--- src/rtl/cpu_types.sv ---
// rtl/cpu_types.sv - shared CPU-side types for the data RAM controller
package cpu_types;

  typedef enum logic [2:0] {
    IDLE,
    ISSUE,
    CAPTURE,
    WAIT,
    RESP
  } ram_ctrl_state_t;

  localparam int RAM_CTRL_MAX_WAIT = 15;

endpackage

--- src/rtl/ram_write_buffer.sv ---
// rtl/ram_write_buffer.sv - one-entry posted-write buffer (address, data, byte enables, full flag)
module ram_write_buffer #(
  parameter int ADDRESS_WIDTH = 12
) (
  input  logic                     clk,
  input  logic                     rst_n,
  input  logic                     load,
  input  logic                     clear,
  input  logic [ADDRESS_WIDTH-1:0] load_addr,
  input  logic [31:0]              load_data,
  input  logic [3:0]               load_be,
  output logic                     full,
  output logic [ADDRESS_WIDTH-1:0] addr,
  output logic [31:0]              data,
  output logic [3:0]               be
);

  // Capture a posted write; the controller clears the entry once its drain finishes.
  always_ff @(posedge clk or negedge rst_n) begin
    if (!rst_n) begin
      full <= 1'b0;
      addr <= '0;
      data <= '0;
      be   <= '0;
    end else if (load) begin
      full <= 1'b1;
      addr <= load_addr;
      data <= load_data;
      be   <= load_be;
    end else if (clear) begin
      full <= 1'b0;
    end
  end

endmodule

--- src/rtl/data_ram_controller.sv ---
// rtl/data_ram_controller.sv - CPU data port to SRAM controller; optional write buffer via DATA_RAM_CONTROLLER_WRITE_BUFFER_EN
module data_ram_controller
  import cpu_types::*;
#(
  parameter int ADDRESS_WIDTH = 12,
  parameter int WAIT_STATES   = 1
) (
  input  logic                     clk,
  input  logic                     rst_n,
  input  logic                     req,
  input  logic                     we,
  input  logic [31:0]              address,
  input  logic [31:0]              write_data,
  input  logic [3:0]               byte_enable,
  output logic                     ready,
  output logic [31:0]              read_data,
  output logic                     fault,
  output logic                     sram_en,
  output logic                     sram_we,
  output logic [ADDRESS_WIDTH-1:0] sram_addr,
  output logic [31:0]              sram_wdata,
  output logic [3:0]               sram_be,
  input  logic [31:0]              sram_rdata
);

  // Out-of-range wait settings saturate at the counter's capacity.
  localparam logic [3:0] WAIT_LOAD = (WAIT_STATES > RAM_CTRL_MAX_WAIT) ?
                                     4'(RAM_CTRL_MAX_WAIT) : 4'(WAIT_STATES);

  ram_ctrl_state_t          state;
  logic [3:0]               wait_cnt;
  logic                     lat_we;
  logic                     ready_q;
  logic                     fault_q;
  logic                     in_range;
  logic [ADDRESS_WIDTH-1:0] word_addr;
  logic                     buf_full;
  logic                     buf_accept;
  logic [ADDRESS_WIDTH-1:0] buf_addr;
  logic [31:0]              buf_data;
  logic [3:0]               buf_be;
  logic                     unused_addr_lsbs;

  assign in_range         = (address[31:ADDRESS_WIDTH+2] == '0);
  assign word_addr        = address[ADDRESS_WIDTH+1:2];
  assign unused_addr_lsbs = ^address[1:0];

`ifdef DATA_RAM_CONTROLLER_WRITE_BUFFER_EN
  logic drain_done;

  // A write is posted only from IDLE with an empty buffer; it completes in the same cycle.
  assign buf_accept = rst_n && (state == IDLE) && req && we && in_range && !buf_full;
  assign drain_done = buf_full &&
                      (((state == CAPTURE) && (WAIT_LOAD == 4'd0)) ||
                       ((state == WAIT) && (wait_cnt <= 4'd1)));

  ram_write_buffer #(
    .ADDRESS_WIDTH(ADDRESS_WIDTH)
  ) u_write_buffer (
    .clk       (clk),
    .rst_n     (rst_n),
    .load      (buf_accept),
    .clear     (drain_done),
    .load_addr (word_addr),
    .load_data (write_data),
    .load_be   (byte_enable),
    .full      (buf_full),
    .addr      (buf_addr),
    .data      (buf_data),
    .be        (buf_be)
  );

  assign ready = ready_q | buf_accept;
  assign fault = fault_q & ~buf_accept;
`else
  assign buf_full   = 1'b0;
  assign buf_accept = 1'b0;
  assign buf_addr   = '0;
  assign buf_data   = '0;
  assign buf_be     = '0;
  assign ready      = ready_q;
  assign fault      = fault_q;
`endif

  // Access sequencer: SRAM strobes and the response are registered on state entry.
  always_ff @(posedge clk or negedge rst_n) begin
    if (!rst_n) begin
      state      <= IDLE;
      wait_cnt   <= '0;
      lat_we     <= 1'b0;
      ready_q    <= 1'b0;
      fault_q    <= 1'b0;
      read_data  <= '0;
      sram_en    <= 1'b0;
      sram_we    <= 1'b0;
      sram_addr  <= '0;
      sram_wdata <= '0;
      sram_be    <= '0;
    end else begin
      ready_q    <= 1'b0;
      sram_en    <= 1'b0;
      sram_we    <= 1'b0;
      sram_addr  <= '0;
      sram_wdata <= '0;
      sram_be    <= '0;
      case (state)
        IDLE: begin
          if (buf_full) begin
            // Drain the posted write; any waiting request stays stalled here.
            state      <= ISSUE;
            lat_we     <= 1'b1;
            sram_en    <= 1'b1;
            sram_we    <= 1'b1;
            sram_addr  <= buf_addr;
            sram_wdata <= buf_data;
            sram_be    <= buf_be;
          end else if (req && !in_range) begin
            state     <= RESP;
            ready_q   <= 1'b1;
            fault_q   <= 1'b1;
            read_data <= '0;
          end else if (req && !buf_accept) begin
            // The SRAM-side registers double as the request latch for ISSUE.
            state      <= ISSUE;
            lat_we     <= we;
            sram_en    <= 1'b1;
            sram_we    <= we;
            sram_addr  <= word_addr;
            sram_wdata <= write_data;
            sram_be    <= byte_enable;
          end
        end
        ISSUE: begin
          state <= CAPTURE;
        end
        CAPTURE: begin
          if (!lat_we) begin
            read_data <= sram_rdata;
          end
          wait_cnt <= WAIT_LOAD;
          if (WAIT_LOAD != 4'd0) begin
            state <= WAIT;
          end else if (buf_full) begin
            state <= IDLE;
          end else begin
            state   <= RESP;
            ready_q <= 1'b1;
            fault_q <= 1'b0;
          end
        end
        WAIT: begin
          wait_cnt <= wait_cnt - 4'd1;
          if (wait_cnt <= 4'd1) begin
            if (buf_full) begin
              state <= IDLE;
            end else begin
              state   <= RESP;
              ready_q <= 1'b1;
              fault_q <= 1'b0;
            end
          end
        end
        RESP: begin
          state <= IDLE;
        end
        default: begin
          state <= IDLE;
        end
      endcase
    end
  end

endmodule

--- config.mk ---
export PLATFORM = sky130hd
export DESIGN_NAME = data_ram_controller
export DESIGN_NICKNAME = d
export VERILOG_FILES = /design/src/rtl/cpu_types.sv /design/src/rtl/ram_write_buffer.sv /design/src/rtl/data_ram_controller.sv
export SDC_FILE = /design/constraint.sdc
export NUM_CORES = 1
export LEC_CHECK = 0
export CAP_MARGIN = 20
export CORE_ASPECT_RATIO = 1.25
export CORE_UTILIZATION = 35
export CTS_CLUSTER_SIZE = 12
export DETAILED_ROUTE_END_ITERATION = 8
export PLACE_DENSITY = 0.75
export SYNTH_ARGS = -nofsm -noshare
export SYNTH_HDL_FRONTEND = slang
export SYNTH_HIERARCHICAL = 1
export SYNTH_SLANG_ARGS = --single-unit
export TNS_END_PERCENT = 1
--- constraint.sdc ---
create_clock -name clk -period 1.51 [get_ports clk]
set_input_delay 0.2265 -clock clk [delete_from_list [all_inputs] [get_ports clk]]
set_output_delay 0.2265 -clock clk [all_outputs]
set_load 0.005 [all_outputs]
==> parameters.txt, run 1 <==
Parameter                              Value

Timing
  Worst-case headroom to the max-slew limit    0.775
  Maximum clock frequency    between 600 and 700 MHz
  Setup TNS    -0.779 ns
  Final Critical Period    1.58 ns
  Final hold vios    0
  Final setup violation count    41
  Share of the clock period used by the worst path    1.04
  RSZ-0062 raised after global routing    true
  Least-Margin Pin Slew    about 0.34 ns
  Number of max-slew violations in the final report    0
  Final setup margin    -0.0669 ns
  Worst Clk Skew    0.00362 ns

Route
  Post-route antenna net violation count    0
  DR vias/cell    roughly 4.6
  DRT iter0 DRCs    a little over 70
  Residual DRC    0
  DR WL/cell    approximately 15 um
  Detailed-routing iteration count for the pre-antenna-repair pass    4
  Vias    between 2,000 and 3,000
  Post-detailed-routing wire length    slightly above 9000 um

CTS
  Register clock-pin slew on the reported worst setup and hold paths    about 0.060 ns
  Maximum clock insertion buffer count    2
  TritonCTS clock tree    built
  Clock sink count    around 90
  Clock H-tree levels    3
  Number of buffers inserted during clock tree synthesis    9
  Clock root buffer    sky130_fd_sc_hd__clkbuf_16
  Insertion delay to the later sink of the worst-skew pair    0.33 ns

Placed design
  Final weighted congestion of routability-driven global placement    0.712
  Placed wire-length estimate after detailed placement    approximately 6500 um
  I/O Buffers    ~190

Critical path
  Highest net fanout along the worst path    4
  Worst EP arrival    approximately 1.8 ns
  Worst Path Class, Setup    reg2reg
  Crit path required time    1.73 ns
  Slowest cell delay on critical path    about 0.44 ns
  Critical path endpoint category    flip-flop
  Slowest-stage cell, CP    sky130_fd_sc_hd__dfrtp_2
  Critical path launch point type    flip-flop
  Cells traversed along the worst timing path    nor4_4, nor3b_4, buf_6, mux2_4

GRT
  Grt total ovfl    0
  Number of global-route vias before repair    around 3,000
  Largest net degree at the start of global routing    45
  Global-route wire length before repair    between 15,000 and 20,000 um
  Overall Global Routing Usage    0.194
  Initial antenna violation count    0

Pwr
  PwrDens    between 800 and 900 nW/um^2
  Worst vdd ir    0.600 mV
  Register share of total power    0.491
  Leakage    between 2 and 3 nW
  Fraction of power spent switching nets    0.197
  Proportion of power drawn by combinational gates    0.077
  Clock network fraction of design power    0.432
  Cell-internal power    slightly above 4 mW
  Switching power total    between 0.9 and 1 mW
  Total Power Consumption    approximately 5.0 mW

Job
  Count of maximum capacitance violations    0

Finish
  Most common cell after layout, fill and taps aside    sky130_fd_sc_hd__clkdlybuf4s50_1
  Area overhead of the layout relative to synthesis    74.4%
  Count of inserted antenna diode cells    0
  Most frequent cells in the layout    sky130_fd_sc_hd__clkdlybuf4s50_1, sky130_fd_sc_hd__dfrtp_1, sky130_fd_sc_hd__nand2_1
  Share of cells above drive strength 1    0.0940
  Number of nets in the layout    roughly 600

Synth
  Count of warnings emitted by yosys    6
  Cell variety after synth    29
  Area of the mapped netlist    3390 sq um
  Post-synth EDFFs    0
  Number of synthesized register bits    roughly 90
  Synth Net Count    between 400 and 500
  Syn_area_per_cell    between 10 and 15 sq um
  Most used flip-flop cell after synthesis    sky130_fd_sc_hd__dfrtp_1
  Cells after Synth    300
  Share of synthesized flip-flops with an asynchronous set or reset    1.00
  Sequential fraction of the synthesis area    0.680

Floorplan
  Initial core utilization    0.365
  DIE WIDTH    about 90 um
  Number of placement rows    39
  Die area    10,100 sq um
  I/O Pins    ~190
  Area inside the core boundary    between 9000 and 10,000 sq um
  Die boundary height    about 110 um

Worst hold path
  Worst min-delay path category    in2async

Run status
  Failing checks    setup timing
  Status    finished with violations
[timing repair]
| action | 4_1_cts | 5_1_grt |
|---|---|---|
| endpoints found under the setup margin | 52 | 87 |
| endpoints found under the hold margin | 21 | 0 |
| buffers inserted | 4 | 1 |
| gates cloned | 1 | 0 |
| pin swaps | 6 | 5 |
| hold buffers | 1 | 0 |
| gates resized for setup | 18 | 30 |
[state kept, by name (all words and copies together), names as in the netlist, 3 cells and up]
name        count
wait_cnt        4
sram_wdata     32
sram_addr      12
read_data      32
sram_be         4
state           3
[metrics by stage]
stage | hold slack (ns) | area [sq um] | util | std cells | worst slack [ns]
floorplan | -0.0691 | 3390 | - | 300 | 0.0438
global placement | 0.143 | 5450 | 0.588 | 601 | -0.395
detailed placement | 0.153 | 5450 | 0.588 | 601 | -0.475
CTS | 0.342 | 5860 | 0.632 | 622 | -0.0330
global route | 0.351 | 5900 | 0.637 | 623 | -0.133
finish | 0.338 | 5900 | 0.637 | 623 | -0.0669
[worst max-delay path, delay by kind of cell (launching register included)]
kind | cells | cell delay (ns)
buf+inv | 1 | 0.14
flops | 1 | 0.44
mux | 1 | 0.28
simple gates | 2 | 0.60
[cells by family (layout without fill, tap and decap cells)]
kind of cell,after synthesis,after routing,synth area share
multiplexers,2,2,0.00628
flip-flops,92,92,0.680
buffers and inverters,20,220,0.0270
adder cells (fa/ha/maj),2,2,0.00739
AO/OA/AOI/OAI,42,42,0.0654
AND/OR/NAND/NOR,142,142,0.214
[worst paths after layout]
kind,start,end,slack [ns],depth (start not counted)
max,state[2],lat_we,-0.07,4
min,rst_n,read_data[20],0.34,2
max reg2reg,state[2],lat_we,-0.07,4
min reg2reg,fault,fault,0.48,1
max in group asynchronous,rst_n,read_data[26],0.63,3
min in group clk,sram_rdata[10],read_data[10],0.43,3
[power by group through the flow]
| stage | Clock (mW) | Sequential, mW | Combinational (mW) |
|---|---|---|---|
| 6_report | 2.18 | 2.48 | 0.386 |
| 3_5_place_dp | 0 | 2.52 | 0.374 |
| 4_1_cts | 2.24 | 2.47 | 0.381 |
| 2_1_floorplan | 0 | 2.52 | 0.0311 |
| 3_3_place_gp | 0 | 2.52 | 0.370 |
| 5_1_grt | 2.34 | 2.47 | 0.420 |
[cell type report]
cell class	instances	area (sq um)
clock buffers	11	243
clock inverters	4	50.0
fillers	741	3370
inverters	4	15.0
multi-input cells	188	1060
flip-flops and latches	92	2310
well taps	123	154
repair buffers	201	2070
[Yosys cell counts, types with 3 or more instances]
master                      n  area share
sky130_fd_sc_hd__a21oi_1    5      0.0074
sky130_fd_sc_hd__and2_1    49       0.091
sky130_fd_sc_hd__buf_2      7       0.010
sky130_fd_sc_hd__clkbuf_1   3      0.0033
sky130_fd_sc_hd__clkbuf_2   6      0.0089
sky130_fd_sc_hd__dfrtp_1   92        0.68
sky130_fd_sc_hd__inv_1      4      0.0044
sky130_fd_sc_hd__nand2_1   69       0.076
sky130_fd_sc_hd__nand2b_1   3      0.0055
sky130_fd_sc_hd__nor2_1     5      0.0055
sky130_fd_sc_hd__nor4_1     4      0.0074
sky130_fd_sc_hd__o21ai_0   25       0.037
sky130_fd_sc_hd__o21ai_1    8       0.012
[layer usage]
layer,track usage,share of wire,up-vias
met2,0.355,0.54,136
met1,0.211,0.37,1349
met5,0,0,-
li1,-,-,1346
met3,0.0519,0.078,9
met4,0.0785,0.014,0
(Power assumes the default switching activity.)
==> run 2: changes to the inputs <==
--- a/config.mk
+++ b/config.mk
@@ -5,12 +5,13 @@
 export SDC_FILE = /design/constraint.sdc
 export NUM_CORES = 1
 export LEC_CHECK = 0
-export CAP_MARGIN = 20
 export CORE_ASPECT_RATIO = 1.25
-export CORE_UTILIZATION = 35
+export CORE_UTILIZATION = 50
 export CTS_CLUSTER_SIZE = 12
 export DETAILED_ROUTE_END_ITERATION = 8
-export PLACE_DENSITY = 0.75
+export DONT_BUFFER_PORTS = 1
+export GPL_TIMING_DRIVEN = 0
+export PLACE_DENSITY = 0.66
 export SYNTH_ARGS = -nofsm -noshare
 export SYNTH_HDL_FRONTEND = slang
 export SYNTH_HIERARCHICAL = 1
==> parameters.txt, run 2 (synthesis results as in run 1) <==
Parameter                              Value

Timing
  Setup TNS    0 ns
  Worst-case headroom to the max-slew limit    0.676
  Share of the clock period used by the worst path    0.986
  Hold Worst Slack    -0.438 ns
  Number of max-slew violations in the final report    0
  Least-Margin Pin Slew    around 0.48 ns
  Final setup violation count    0
  Maximum clock frequency    about 670 MHz
  Final Critical Period    between 1 and 1.5 ns
  Worst Clk Skew    0.0107 ns
  RSZ-0062 raised after global routing    true
  Final setup margin    between 0.02 and 0.025 ns
  Final hold vios    92

Critical path
  Setup slack on the worst flop-to-flop path    0.02 ns
  Critical path launch point type    flip-flop
  Worst Path Class, Setup    reg2reg
  Critical path endpoint category    flip-flop
  Crit path required time    around 1.8 ns
  R2r endpoint    lat_we
  Worst EP arrival    between 1.5 and 2 ns
  Cells on worst reg2reg path    4
  Worst reg2reg startpoint    state[2]
  Highest net fanout along the worst path    6

Finish
  Most frequent cells in the layout    sky130_fd_sc_hd__dfrtp_1, sky130_fd_sc_hd__dlygate4sd3_1, sky130_fd_sc_hd__nand2_1
  Area of the multi-input gates    1030 sq um
  Count of inserted antenna diode cells    0
  Filler Cells Inserted    around 450
  Combined flip-flop and latch cell area    roughly 2300 sq um
  Most common cell after layout, fill and taps aside    sky130_fd_sc_hd__dfrtp_1
  Share of cells above drive strength 1    0.119
  Largest registers    read_data x32, sram_wdata x32, sram_addr x12
  Number of nets in the layout    about 500
  Area overhead of the layout relative to synthesis    35.4%
  Non-filler instance count after layout    a little under 500

Route
  Detailed-routing iteration count for the pre-antenna-repair pass    4
  DR vias/cell    approximately 5
  Vias    about 2,500
  Post-detailed-routing wire length    around 7700 um
  DRT iter0 DRCs    114
  Residual DRC    0
  DR WL/cell    16.0 um
  Post-route antenna net violation count    0

Placed design
  DP Worst Slack    -0.254 ns
  I/O Buffers    0
  Final weighted congestion of routability-driven global placement    a little under 0.8
  Placed wire-length estimate after detailed placement    roughly 4700 um
  Placed instance count    387

CTS
  Maximum clock insertion buffer count    2
  Register clock-pin slew on the reported worst setup and hold paths    roughly 0.090 ns
  Number of buffers inserted during clock tree synthesis    9
  Clock sink count    a little over 90
  Clock root buffer    sky130_fd_sc_hd__clkbuf_8
  Insertion delay to the later sink of the worst-skew pair    between 0.3 and 0.4 ns
  TritonCTS clock tree    built
  Clock H-tree levels    3

Floorplan
  Area inside the core boundary    between 6000 and 7000 sq um
  Number of placement rows    33
  Initial core utilization    0.516
  Die boundary height    ~94 um
  I/O Pins    roughly 190
  Die area    slightly above 7000 sq um
  DIE WIDTH    about 76 um

Run status
  Failing checks    hold timing
  Status    finished with violations

GRT
  Overall Global Routing Usage    0.224
  Grt total ovfl    0
  Global-route wire length before repair    11,500 um
  Largest net degree at the start of global routing    93
  Number of global-route vias before repair    2,610
  Initial antenna violation count    0

Worst hold path
  Worst min-delay path category    in2async

Job
  Count of maximum capacitance violations    0

Pwr
  Worst vdd ir    0.649 mV
  Total Power Consumption    4.31 mW
  Leakage    approximately 2.2 nW
  PwrDens    939 nW/um^2
run 2: repair_timing:
action / in CTS / in global routing
gates cloned: 0 / 0
endpoints found under the hold margin: 166 / 95
pin swaps: 1 / 0
setup buffers: 3 / 1
setup endpoints to repair: 83 / 83
hold buffers: 74 / 3
resized for setup: 13 / 32
run 2: area by class of cell:
type                            instances  area share
Buffer                                 16      0.0278
Clock buffer                            9      0.0270
Clock inverter                          6      0.0153
Inverter                                4     0.00328
Multi-Input combinational cell        188       0.225
Sequential cell                        92       0.503
Tap cell                               87      0.0237
Timing Repair Buffer                   81       0.175
run 2: worst max path at each step:
| stage | startpoint | end | cells past startpoint |
|---|---|---|---|
| after detailed placement | state[2] | read_data[29] | 5 |
| after CTS | state[2] | read_data[29] | 5 |
| after floorplan | state[2] | read_data[15] | 6 |
| final | state[2] | lat_we | 4 |
| after global routing | state[2] | read_data[24] | 6 |
| after global placement | state[2] | read_data[29] | 5 |
run 2: per-layer routing:
metal	up-vias	wire (um)	track usage
li1	1141	-	-
met3	16	903	0.116
met4	0	157	0.102
met1	1180	2730	0.220
met5	-	0	0
met2	145	3940	0.381
run 2: through the flow:
step / hold WS (ns) / area, sq um / utilization
3_3_place_gp: -0.0676 / 3490 / 0.532
5_1_grt: -0.470 / 4580 / 0.698
3_5_place_dp: -0.0675 / 3490 / 0.532
6_report: -0.438 / 4580 / 0.698
2_1_floorplan: -0.0691 / 3390 / -
4_1_cts: -0.464 / 4490 / 0.683
run 2: worst max-delay path, stage by stage, from the launching register on:
cell and delay [ns]:
sky130_fd_sc_hd__dfrtp_2 0.44, sky130_fd_sc_hd__nor4_4 0.27, sky130_fd_sc_hd__nor3b_4 0.23, sky130_fd_sc_hd__buf_6 0.15
sky130_fd_sc_hd__mux2_4 0.30
run 2: power by group:
part | internal [mW] | leakage [nW] | switching [mW]
Combinational | 0.153 | 0.790 | 0.0557
Sequential | 2.47 | 1.27 | 0.00506
Clock | 0.777 | 0.101 | 0.850
Total | 3.40 | 2.17 | 0.910
